==> src/rtl/spi_frame_serializer_pkg.sv <==
// Shared types and width helpers for the SPI frame serializer.
package spi_frame_serializer_pkg;

   typedef enum logic {
      ST_IDLE  = 1'b0,
      ST_SHIFT = 1'b1
   } state_t;

   function automatic int clog2(input int n);
      int r;
      r = 0;
      for (int v = n - 1; v > 0; v = v >> 1) r++;
      return r;
   endfunction

   function automatic int shift_w(input int opw, input int aw);
      return opw + aw;
   endfunction

   // Counter must hold SHIFT_W-1; a one-bit minimum keeps the vector legal.
   function automatic int cnt_w(input int sw);
      return (clog2(sw) < 1) ? 1 : clog2(sw);
   endfunction

endpackage

==> src/rtl/sync_fifo.sv <==
// Request FIFO: head visible combinationally, push/pop/flush take effect on the next edge.
// Push while full and pop while empty are ignored; flush wins over a same-cycle push.
module sync_fifo
   import spi_frame_serializer_pkg::*;
#(
   parameter int WIDTH = 10,
   parameter int DEPTH = 4
)(
   input  logic                        clk,
   input  logic                        rst,
   input  logic                        i_push,
   input  logic [WIDTH-1:0]            i_dat,
   input  logic                        i_pop,
   input  logic                        i_flush,
   output logic [WIDTH-1:0]            o_dat,
   output logic [clog2(DEPTH+1)-1:0]   o_level
);
   localparam int AW   = clog2(DEPTH);
   localparam int LVLW = clog2(DEPTH + 1);

   logic [WIDTH-1:0] r_mem [DEPTH];
   logic [AW-1:0]    r_wptr, r_rptr;
   logic [LVLW-1:0]  r_level;
   logic             w_push, w_pop;

   assign w_push  = i_push && (r_level != LVLW'(DEPTH));
   assign w_pop   = i_pop && (r_level != '0);
   assign o_dat   = r_mem[r_rptr];
   assign o_level = r_level;

   always_ff @(posedge clk) begin
      if (w_push) r_mem[r_wptr] <= i_dat;
   end

   // Occupancy is kept separately so a full FIFO never aliases to empty.
   always_ff @(posedge clk) begin
      if (rst || i_flush) begin
         r_wptr  <= '0;
         r_rptr  <= '0;
         r_level <= '0;
      end else begin
         if (w_push) r_wptr <= r_wptr + 1'b1;
         if (w_pop)  r_rptr <= r_rptr + 1'b1;
         case ({w_push, w_pop})
            2'b10:   r_level <= r_level + 1'b1;
            2'b01:   r_level <= r_level - 1'b1;
            default: r_level <= r_level;
         endcase
      end
   end

endmodule

==> src/rtl/spi_frame_serializer.sv <==
// Queues {opcode,addr} requests and shifts them out on miso, one bit per synchronised spi_clk launch edge.
// First bit one cycle after the pop; ready_out drops when the FIFO is full, n_cs high mid-frame aborts.
module spi_frame_serializer
   import spi_frame_serializer_pkg::*;
#(
   parameter int ADDRW          = 8,
   parameter int OPCODEW        = 2,
   parameter int DEPTH          = 4,
   parameter int LSB_FIRST      = 0,
   parameter int CPOL           = 0,
   parameter int FLUSH_ON_ABORT = 0
)(
   input  logic                        clk,
   input  logic                        rst,
   input  logic                        n_cs,
   input  logic                        spi_clk,
   input  logic                        valid_in,
   input  logic [OPCODEW-1:0]          opcode,
   input  logic [ADDRW-1:0]            addr,
   output logic                        ready_out,
   output logic                        miso,
   output logic                        busy,
   output logic [clog2(DEPTH+1)-1:0]   level,
   output logic                        err
);
   localparam int   SHIFT_W  = shift_w(OPCODEW, ADDRW);
   localparam int   CNTW     = cnt_w(SHIFT_W);
   localparam int   LVLW     = clog2(DEPTH + 1);
   localparam logic SCK_IDLE = (CPOL != 0);

   state_t             r_state, w_state_nxt;
   logic               r_cs_s1, r_cs_s2, r_sck_s1, r_sck_s2, r_sck_d;
   logic [SHIFT_W-1:0] r_shreg, w_shreg_nxt, w_head, w_head_rest, w_sh_rest;
   logic               w_head_first, w_sh_first;
   logic [CNTW-1:0]    r_cnt, w_cnt_nxt;
   logic               r_miso, r_busy, r_err;
   logic               w_miso_nxt, w_busy_nxt, w_err_nxt;
   logic               w_launch, w_pop, w_flush, w_push;

   always_ff @(posedge clk) begin
      if (rst) begin
         r_cs_s1  <= 1'b1;
         r_cs_s2  <= 1'b1;
         r_sck_s1 <= SCK_IDLE;
         r_sck_s2 <= SCK_IDLE;
         r_sck_d  <= SCK_IDLE;
      end else begin
         r_cs_s1  <= n_cs;
         r_cs_s2  <= r_cs_s1;
         r_sck_s1 <= spi_clk;
         r_sck_s2 <= r_sck_s1;
         r_sck_d  <= r_sck_s2;
      end
   end

   assign w_launch = (CPOL != 0) ? (r_sck_s2 && !r_sck_d) : (!r_sck_s2 && r_sck_d);

   assign ready_out = (level != LVLW'(DEPTH));
   assign w_push    = valid_in && ready_out;

   sync_fifo #(
      .WIDTH (SHIFT_W),
      .DEPTH (DEPTH)
   ) u_fifo (
      .clk     (clk),
      .rst     (rst),
      .i_push  (w_push),
      .i_dat   ({opcode, addr}),
      .i_pop   (w_pop),
      .i_flush (w_flush),
      .o_dat   (w_head),
      .o_level (level)
   );

   // The shift register always holds the bits still to send, aligned for the chosen order.
   assign w_head_first = (LSB_FIRST != 0) ? w_head[0]  : w_head[SHIFT_W-1];
   assign w_head_rest  = (LSB_FIRST != 0) ? (w_head >> 1)  : (w_head << 1);
   assign w_sh_first   = (LSB_FIRST != 0) ? r_shreg[0] : r_shreg[SHIFT_W-1];
   assign w_sh_rest    = (LSB_FIRST != 0) ? (r_shreg >> 1) : (r_shreg << 1);

   always_ff @(posedge clk) begin
      if (rst) begin
         r_state <= ST_IDLE;
         r_shreg <= '0;
         r_cnt   <= '0;
         r_miso  <= 1'b0;
         r_busy  <= 1'b0;
         r_err   <= 1'b0;
      end else begin
         r_state <= w_state_nxt;
         r_shreg <= w_shreg_nxt;
         r_cnt   <= w_cnt_nxt;
         r_miso  <= w_miso_nxt;
         r_busy  <= w_busy_nxt;
         r_err   <= w_err_nxt;
      end
   end

   always_comb begin
      w_state_nxt = r_state;
      w_shreg_nxt = r_shreg;
      w_cnt_nxt   = r_cnt;
      w_miso_nxt  = r_miso;
      w_busy_nxt  = r_busy;
      w_err_nxt   = 1'b0;
      w_pop       = 1'b0;
      w_flush     = 1'b0;
      case (r_state)
         ST_IDLE: begin
            w_miso_nxt = 1'b0;
            w_busy_nxt = 1'b0;
            if (!r_cs_s2 && (level != '0)) begin
               w_pop       = 1'b1;
               w_state_nxt = ST_SHIFT;
               w_miso_nxt  = w_head_first;
               w_shreg_nxt = w_head_rest;
               w_cnt_nxt   = CNTW'(SHIFT_W - 1);
               w_busy_nxt  = 1'b1;
            end
         end
         ST_SHIFT: begin
            if (r_cs_s2) begin
               w_state_nxt = ST_IDLE;
               w_err_nxt   = 1'b1;
               w_miso_nxt  = 1'b0;
               w_busy_nxt  = 1'b0;
               w_flush     = (FLUSH_ON_ABORT != 0);
            end else if (w_launch) begin
               if (r_cnt != '0) begin
                  w_miso_nxt  = w_sh_first;
                  w_shreg_nxt = w_sh_rest;
                  w_cnt_nxt   = r_cnt - 1'b1;
               end else if (level != '0) begin
                  w_pop       = 1'b1;
                  w_miso_nxt  = w_head_first;
                  w_shreg_nxt = w_head_rest;
                  w_cnt_nxt   = CNTW'(SHIFT_W - 1);
               end else begin
                  w_state_nxt = ST_IDLE;
                  w_miso_nxt  = 1'b0;
                  w_busy_nxt  = 1'b0;
               end
            end
         end
         default: w_state_nxt = ST_IDLE;
      endcase
   end

   assign miso = r_miso;
   assign busy = r_busy;
   assign err  = r_err;

endmodule

==> config.mk <==
export PLATFORM = sky130hd
export DESIGN_NAME = spi_frame_serializer
export DESIGN_NICKNAME = d
export VERILOG_FILES = /design/src/rtl/spi_frame_serializer_pkg.sv /design/src/rtl/sync_fifo.sv /design/src/rtl/spi_frame_serializer.sv
export SDC_FILE = /design/constraint.sdc
export NUM_CORES = 1
export LEC_CHECK = 0
export CAP_MARGIN = 40
export CORE_MARGIN = 4
export CORE_UTILIZATION = 40
export CTS_CLUSTER_DIAMETER = 30
export DETAILED_ROUTE_END_ITERATION = 12
export GPL_ROUTABILITY_DRIVEN = 1
export SLEW_MARGIN = 20
export SYNTH_ARGS = -nofsm -noshare
export SYNTH_HDL_FRONTEND = slang
export SYNTH_SLANG_ARGS = --single-unit
==> constraint.sdc <==
create_clock -name clk -period 3.4 [get_ports clk]
set_input_delay 0.51 -clock clk [delete_from_list [all_inputs] [get_ports clk]]
set_output_delay 0.51 -clock clk [all_outputs]
set_load 0.03 [all_outputs]
==> Flow_metrics.wiki, run 1 <==
{| class="wikitable"
! Metric !! Value
|-
| CTS tree || done
|-
| Post-synthesis compound-gate area fraction || 8.86%
|-
| Clk slew on worst S/H paths || 0.08 ns
|-
| Cell types with the largest area share after synthesis || edfxtp_1 41%, dfxtp_1 21%, mux4_2 7.7%
|-
| Final max-slew violation count || 0
|-
| Area added between synthesis and finish || 17.1%
|-
| Total of buffers placed on input and output ports || 21
|-
| Maximum fanout encountered on the critical timing path || 15
|-
| Most frequent cells after synthesis || 40 x edfxtp_1, 31 x dfxtp_1, 20 x nand2_1
|-
| Number of DRC violations after detailed-routing iteration 0 || 82
|-
| Power per cell area || 547 nW/µm²
|-
| Synth Warn # || 0
|-
| Clock root buffer master || clkbuf_8
|-
| Ys flop type || edfxtp_1
|-
| Worst ir drop on vdd || 0.314 mV
|-
| RePlAce Congestion || 0.740
|-
| Vias in the first global route || 1716
|-
| Reg-to-reg slack, setup || 0.56 ns
|-
| Area enclosed by the die boundary || 8700 µm²
|-
| Synth unique cells || 47
|-
| Largest family of logic cells by synthesized area || simple AND/OR/NAND/NOR gates
|-
| Via total after detailed routing || 1711
|-
| Initial core utilization || 41.9%
|-
| Hold/Removal Path Class || flip-flop to flip-flop
|-
| Tot GR Track Use || 13.1%
|-
| Max-slew headroom || 52.4%
|-
| Die Ht || 93.3 µm
|-
| Wire length of the first global-routing pass || 8580 µm
|-
| Number of sinks handled by clock tree synthesis || 71
|-
| Detail-routed net length per standard cell || 15.1 µm
|-
| Total of endpoints with negative setup slack in the final report || 0
|-
| Portion of total power attributed to sequential cells || 52.3%
|-
| Area of the core || 6940 µm²
|-
| Multiplexer share of the synthesized area || 8.90%
|-
| Outcome || complete, no violations
|-
| Most repeated cell in the gate-level netlist after synthesis || edfxtp_1
|-
| Via density || 5.02
|-
| Pin count of the biggest net entering global routing || 20
|-
| Top Ports || 22
|-
| CTS buffer count || 9
|-
| Beginning of the worst register-to-register path || r_cnt[0]
|-
| Final core occ || 49.0%
|-
| Die Width || 93.3 µm
|-
| Fraction of layout cells with a size suffix above 1 || 14.7%
|-
| Worst Min Path Start || r_cs_s1
|-
| Post-CTS Hold Fix Bufs || 0
|-
| Fmax || 353 MHz
|-
| Share of synthesized registers carrying an async set or reset || 0%
|-
| Reg-to-reg endpoint || u_fifo.o_level[2]
|-
| Count of nets left with antenna violations after detail routing || 0
|-
| Startpoint Class || flip-flop
|-
| Rows || 30
|-
| Parity-gate share of the synthesized area counting xor and xnor cells || 0.903%
|-
| Share of the synthesized area in the top cell type || 41.3%
|-
| # diodes || 0
|-
| Cell leakage power || 1.14 nW
|-
| Internal cell power || 0.00144 W
|-
| NetSw || 0.000424 W
|-
| Path depth of the worst reg2reg path || 11
|-
| Largest buffer count on any clock path || 2
|-
| HPWL after detailed placement || 3340 µm
|-
| Switching power share of the total || 22.7%
|-
| Data required time at the worst endpoint || 3.68 ns
|-
| Number of antenna violations at the first check in global routing || 0
|-
| Total negative setup slack || 0 ns
|-
| Net Count, Synth || 239
|-
| Adder-cell area share of the yosys netlist || 3.27%
|-
| Cells resized by post-CTS repair || 0
|-
| Part of the power in combinational logic || 8.8%
|-
| Part of the total power dissipated in the clock network || 38.9%
|-
| Per-instance average area after synthesis || 13.4 µm²
|-
| Part of the Yosys area used for sequential elements || 62.6%
|-
| Final Skew || 0.0105 ns
|-
| Net count, final || 262
|-
| Max-cap violation count || 0
|-
| Post-synth top area cell || edfxtp_1
|-
| H-tree levels || 3
|-
| CP startpoint || r_cnt[0]
|-
| Clk_lat worst skew || 0.34 ns
|-
| Type of destination of the critical path || flip-flop
|-
| Crit path time final || 2.84 ns
|-
| DRC violations left || 0
|-
| Count of flip-flops with a built-in enable after synthesis || 40
|-
| Number of standard cells after synthesis || 217
|-
| Portion of the clock cycle consumed by the worst path in the final layout || 83.4%
|-
| Endpoint with the worst hold slack || r_cs_s2
|-
| Worst endpoint data arrival time || 3.12 ns
|-
| Post-synthesis share of cell area spent on and, or, nand and nor gates || 11.9%
|-
| Hold path cells || 1
|-
| Critical setup path kind || flip-flop to flip-flop
|-
| Number of buffers added for setup after CTS || 0
|-
| Overflow left after global routing || 0
|-
| Final Routed Wirelength || 5140 µm
|-
| Setup repair after global routing missed its margin || no
|-
| Actual slew at the worst max-slew pin || 0.713 ns
|-
| First-pass iteration count of the detailed router || 5
|-
| Yosys reg bits || 71
|-
| Mapped Area || 2910 µm²
|-
| Count of fill cells added during filler insertion || 607
|-
| Hold violation count in the final report || 0
|}
layout by cell type (no fill, tap or decap), types with 2 or more instances in the layout:
cell / count
or2_2: 2
nor2b_1: 7
nor3_1: 3
nand4_1: 3
nor4_1: 2
nand3_1: 3
and3_1: 5
a21oi_1: 14
mux2_1: 3
clkdlybuf4s50_1: 21
o21ai_0: 3
a211oi_1: 2
xor2_1: 2
inv_1: 8
a311oi_1: 8
nor2_1: 11
nand2_1: 20
mux4_2: 10
bufinv_16: 2
buf_4: 3
ha_1: 6
dfxtp_1: 31
clkbuf_8: 9
edfxtp_1: 40
how the worst max path moves through the flow:
stage / endpoint / slack [ns]
after floorplan: u_fifo.o_level[2] / 0.77
after CTS: u_fifo.o_level[2] / 0.57
final: u_fifo.o_level[2] / 0.56
after global placement: u_fifo.o_level[2] / 0.69
after global routing: u_fifo.o_level[2] / 0.43
after detailed placement: u_fifo.o_level[2] / 0.58
sequential cells by signal, summed over array words and instances, names as in the netlist, named ones only:
signal	cells
u_fifo.r_wptr	2
miso	1
r_cs_s1	1
r_state	1
u_fifo.r_mem	40
r_cs_s2	1
err	1
r_sck_s2	1
u_fifo.r_rptr	2
r_sck_s1	1
r_cnt	4
r_sck_d	1
busy	1
r_shreg	9
u_fifo.o_level	3
metrics by stage:
stage | power, W | cells | hold WS [ns] | area, µm² | setup WS [ns]
2_1_floorplan | 0.00110 | 217 | 0.389 | 2910 | 0.772
4_1_cts | 0.00189 | 341 | 0.411 | 3410 | 0.569
3_5_place_dp | 0.00116 | 325 | 0.393 | 3190 | 0.577
3_3_place_gp | 0.00116 | 324 | 0.393 | 3190 | 0.686
6_report | 0.00186 | 341 | 0.409 | 3410 | 0.563
5_1_grt | 0.00195 | 341 | 0.434 | 3410 | 0.429
power groups by stage:
stage	Clock [W]	Combinational [W]	Sequential, W
final	0.000725	0.000164	0.000975
after global routing	0.000787	0.000183	0.000981
after CTS	0.000747	0.000167	0.000976
after detailed placement	0	0.000165	0.000996
after global placement	0	0.000162	0.000995
after floorplan	0	0.000103	0.000995
worst max-delay path, cell delays in order (launching register included):
cell and delay, ns:
dfxtp_1 0.33, inv_1 0.08, ha_1 0.18, or3b_4 0.43, nand2_2 0.25, and3_1 0.28, ha_1 0.21, inv_1 0.06
fa_1 0.38, xor2_1 0.16, or3_1 0.30, a21oi_1 0.13
area by class of cell:
| type | count | area, µm² | share of cell area, % |
|---|---|---|---|
| Sequential cell | 71 | 1820 | 53.5 |
| Tap cell | 96 | 120 | 3.53 |
| Clock inverter | 6 | 85.1 | 2.50 |
| Inverter | 9 | 33.8 | 0.992 |
| Timing Repair Buffer | 24 | 233 | 6.83 |
| Clock buffer | 10 | 128 | 3.75 |
| Multi-Input combinational cell | 125 | 985 | 28.9 |
layer usage:
layer  wire length [µm]  up-vias  global-route usage, %
met5                  0        -                      0
met4                108        0                   6.59
met3                165        9                   3.70
met1               2460      826                   16.8
li1                   -      854                      -
met2               2410       22                   20.3
cell families (layout without fill, tap and decap cells):
kind of cell / count (synthesis) / in the layout
muxes: 13 / 13
xor gates and xnor gates: 3 / 3
adders and majority gates: 7 / 7
buffers and inverters: 21 / 49
AOI/OAI and AO/OA: 36 / 36
and+or+nand+nor: 66 / 66
DFF: 71 / 71
(Power assumes the default switching activity.)
==> run 2: changes to the inputs <==
Clock period 3.4 ns to 2.5 ns, I/O delays scaled along.
==> Flow_metrics.wiki, run 2 (synthesis results as in run 1) <==
{| class="wikitable"
! Metric !! Value
|-
| Max-slew headroom || 56.5%
|-
| Total of endpoints with negative setup slack in the final report || 0
|-
| Startpoint Class || flip-flop
|-
| Portion of the clock cycle consumed by the worst path in the final layout || 98.8%
|-
| Peak-usage layer in the global routing report || met2
|-
| CTS buffer count || 9
|-
| Tot GR Track Use || 13.2%
|-
| Via total after detailed routing || 1797
|-
| Global-route track usage on met1 || 17.0%
|-
| Type of destination of the critical path || flip-flop
|-
| Met3 GRT Util || 4.34%
|-
| Worst endpoint data arrival time || 2.74 ns
|-
| Pin count of the biggest net entering global routing || 33
|-
| Power per cell area || 756 nW/µm²
|-
| Fraction of layout cells with a size suffix above 1 || 23.2%
|-
| Fmax || 405 MHz
|-
| Vias in the first global route || 1778
|-
| Largest register by flop count || u_fifo.r_mem
|-
| Number of DRC violations after detailed-routing iteration 0 || 41
|-
| H-tree levels || 3
|-
| Hold violation count in the final report || 0
|-
| Leading cell types in the layout, fill and taps excluded || 40 x edfxtp_1, 28 x dfxtp_1, 21 x clkdlybuf4s50_1
|-
| Max-cap violation count || 0
|-
| # diodes || 0
|-
| Largest buffer count on any clock path || 2
|-
| Final max-slew violation count || 0
|-
| HPWL after detailed placement || 3420 µm
|-
| Number of sinks handled by clock tree synthesis || 71
|-
| Area of the core || 6940 µm²
|-
| Area enclosed by the die boundary || 8700 µm²
|-
| Register area || 1830 µm²
|-
| Worst ir drop on vdd || 0.430 mV
|-
| CTS tree || done
|-
| Die Width || 93.3 µm
|-
| Clock root buffer master || clkbuf_8
|-
| Overflow left after global routing || 0
|-
| Commonest non-fill, non-tap cell in the layout || edfxtp_1
|-
| Crit path time final || 2.47 ns
|-
| Wire length of the first global-routing pass || 8780 µm
|-
| Met2 Use GR || 20.4%
|-
| Net count, final || 271
|-
| Cell leakage power || 1.21 nW
|-
| Clk slew on worst S/H paths || 0.08 ns
|-
| Critical setup path kind || flip-flop to flip-flop
|-
| Final core occ || 51.2%
|-
| Detail-routed net length per standard cell || 15.2 µm
|-
| First-pass iteration count of the detailed router || 4
|-
| Final Routed Wirelength || 5320 µm
|-
| Post-CTS Hold Fix Bufs || 0
|-
| Initial core utilization || 41.9%
|-
| RePlAce Congestion || 0.713
|-
| Hold/Removal Path Class || flip-flop to flip-flop
|-
| Area of combinational cells with multiple inputs || 1030 µm²
|-
| Hold path cells || 1
|-
| Actual slew at the worst max-slew pin || 0.649 ns
|-
| DRC violations left || 0
|-
| Slowest cell on crit path || or3b_4
|-
| CP cell instances || inv_2 -> ha_4 -> or3b_4 -> nand2_2 -> and3_4 -> ha_4 -> inv_2 -> fa_2 -> xor2_2 -> or3_1 -> a21oi_2
|-
| Rows || 30
|-
| Die Ht || 93.3 µm
|-
| Area added between synthesis and finish || 22.2%
|-
| Number of antenna violations at the first check in global routing || 0
|-
| Total of buffers placed on input and output ports || 21
|-
| Clk_lat worst skew || 0.34 ns
|-
| Outcome || complete, no violations
|-
| Maximum fanout encountered on the critical timing path || 3
|-
| Placement Setup Slack || 0.00293 ns
|-
| Top Ports || 22
|-
| Number of flip-flops in the largest register || 40
|-
| Data required time at the worst endpoint || 2.77 ns
|-
| Path depth of the worst reg2reg path || 11
|-
| Longest individual stage delay on the worst path || 0.38 ns
|-
| Final Skew || 0.00907 ns
|-
| Largest registers ranked by flip-flop count || u_fifo.r_mem: 40 flops, r_shreg: 9 flops, r_cnt: 4 flops
|-
| Final Worst Setup Slack || 0.0299 ns
|-
| Via density || 5.13
|-
| Count of nets left with antenna violations after detail routing || 0
|-
| Count of fill cells added during filler insertion || 619
|}
[run 2: cell count changes in the layout (fill, tap and decap cells not counted), moves of 3 or more]
cell     before  now
buf_4         3   12
dfxtp_1      31   28
dfxtp_2       0    3
inv_1         8    5
inv_2         1    4
[run 2: layout make-up]
class                      count  area share (%)
sequential                    71            51.4
clock inverter                 6            3.27
tap                           96            3.38
timing repair buffer          33            8.45
inverter                       9           0.950
clock buffer                  10            3.59
multi-input combinational    125            29.0
[run 2: metal layers]
layer  part of all wire (%)  routed length, µm
met5                      0                  0
met3                    3.4                179
met2                     48               2580
met1                     47               2480
met4                    1.5                 81
[run 2: worst paths after layout]
path / start / endpoint / slack, ns
hold / removal: r_cs_s1 / r_cs_s2 / 0.43
setup reg to reg: r_cnt[0] / u_fifo.o_level[2] / 0.03
hold reg to reg: r_cs_s1 / r_cs_s2 / 0.43
setup / recovery: r_cnt[0] / u_fifo.o_level[2] / 0.03
[run 2: timing repair]
action                     CTS  global route
hold endpoints to repair     0             0
resized for setup            3             9
setup buffers                1             1
pin swaps                    2             4
setup endpoints to repair    1             1
[run 2: worst max-delay path: cells and delay by family, from the launching register on]
family | cells | cell delay (ns)
compound gates | 1 | 0.12
xor+xnor | 1 | 0.16
fa+ha+maj | 3 | 0.65
buf+inv | 2 | 0.12
flops | 1 | 0.34
simple gates | 4 | 1.03
[run 2: metrics by stage]
step	total power [W]	cell area (µm²)	TNS, ns	std cells	hold WS (ns)
floorplan	0.00149	2920	0	217	0.389
global placement	0.00158	3250	0	331	0.406
detailed placement	0.00159	3250	0	332	0.399
CTS	0.00270	3510	0	349	0.430
global route	0.00280	3550	-0.0306	350	0.441
finish	0.00269	3550	0	350	0.428
[run 2: report_power, final]
| group | internal, W | switching (W) | total [W] |
|---|---|---|---|
| registers | 0.00129 | 0.0000268 | 0.00132 |
| logic | 0.000118 | 0.000130 | 0.000247 |
| clock network | 0.000672 | 0.000448 | 0.00112 |
| total | 0.00208 | 0.000604 | 0.00269 |
==> run 3: changes to the inputs <==
Settings changed: CTS_CLUSTER_SIZE from default to 14.
==> results of run 3 <==
Same layout as run 2: the final DEF is identical, and so are final timing and power.
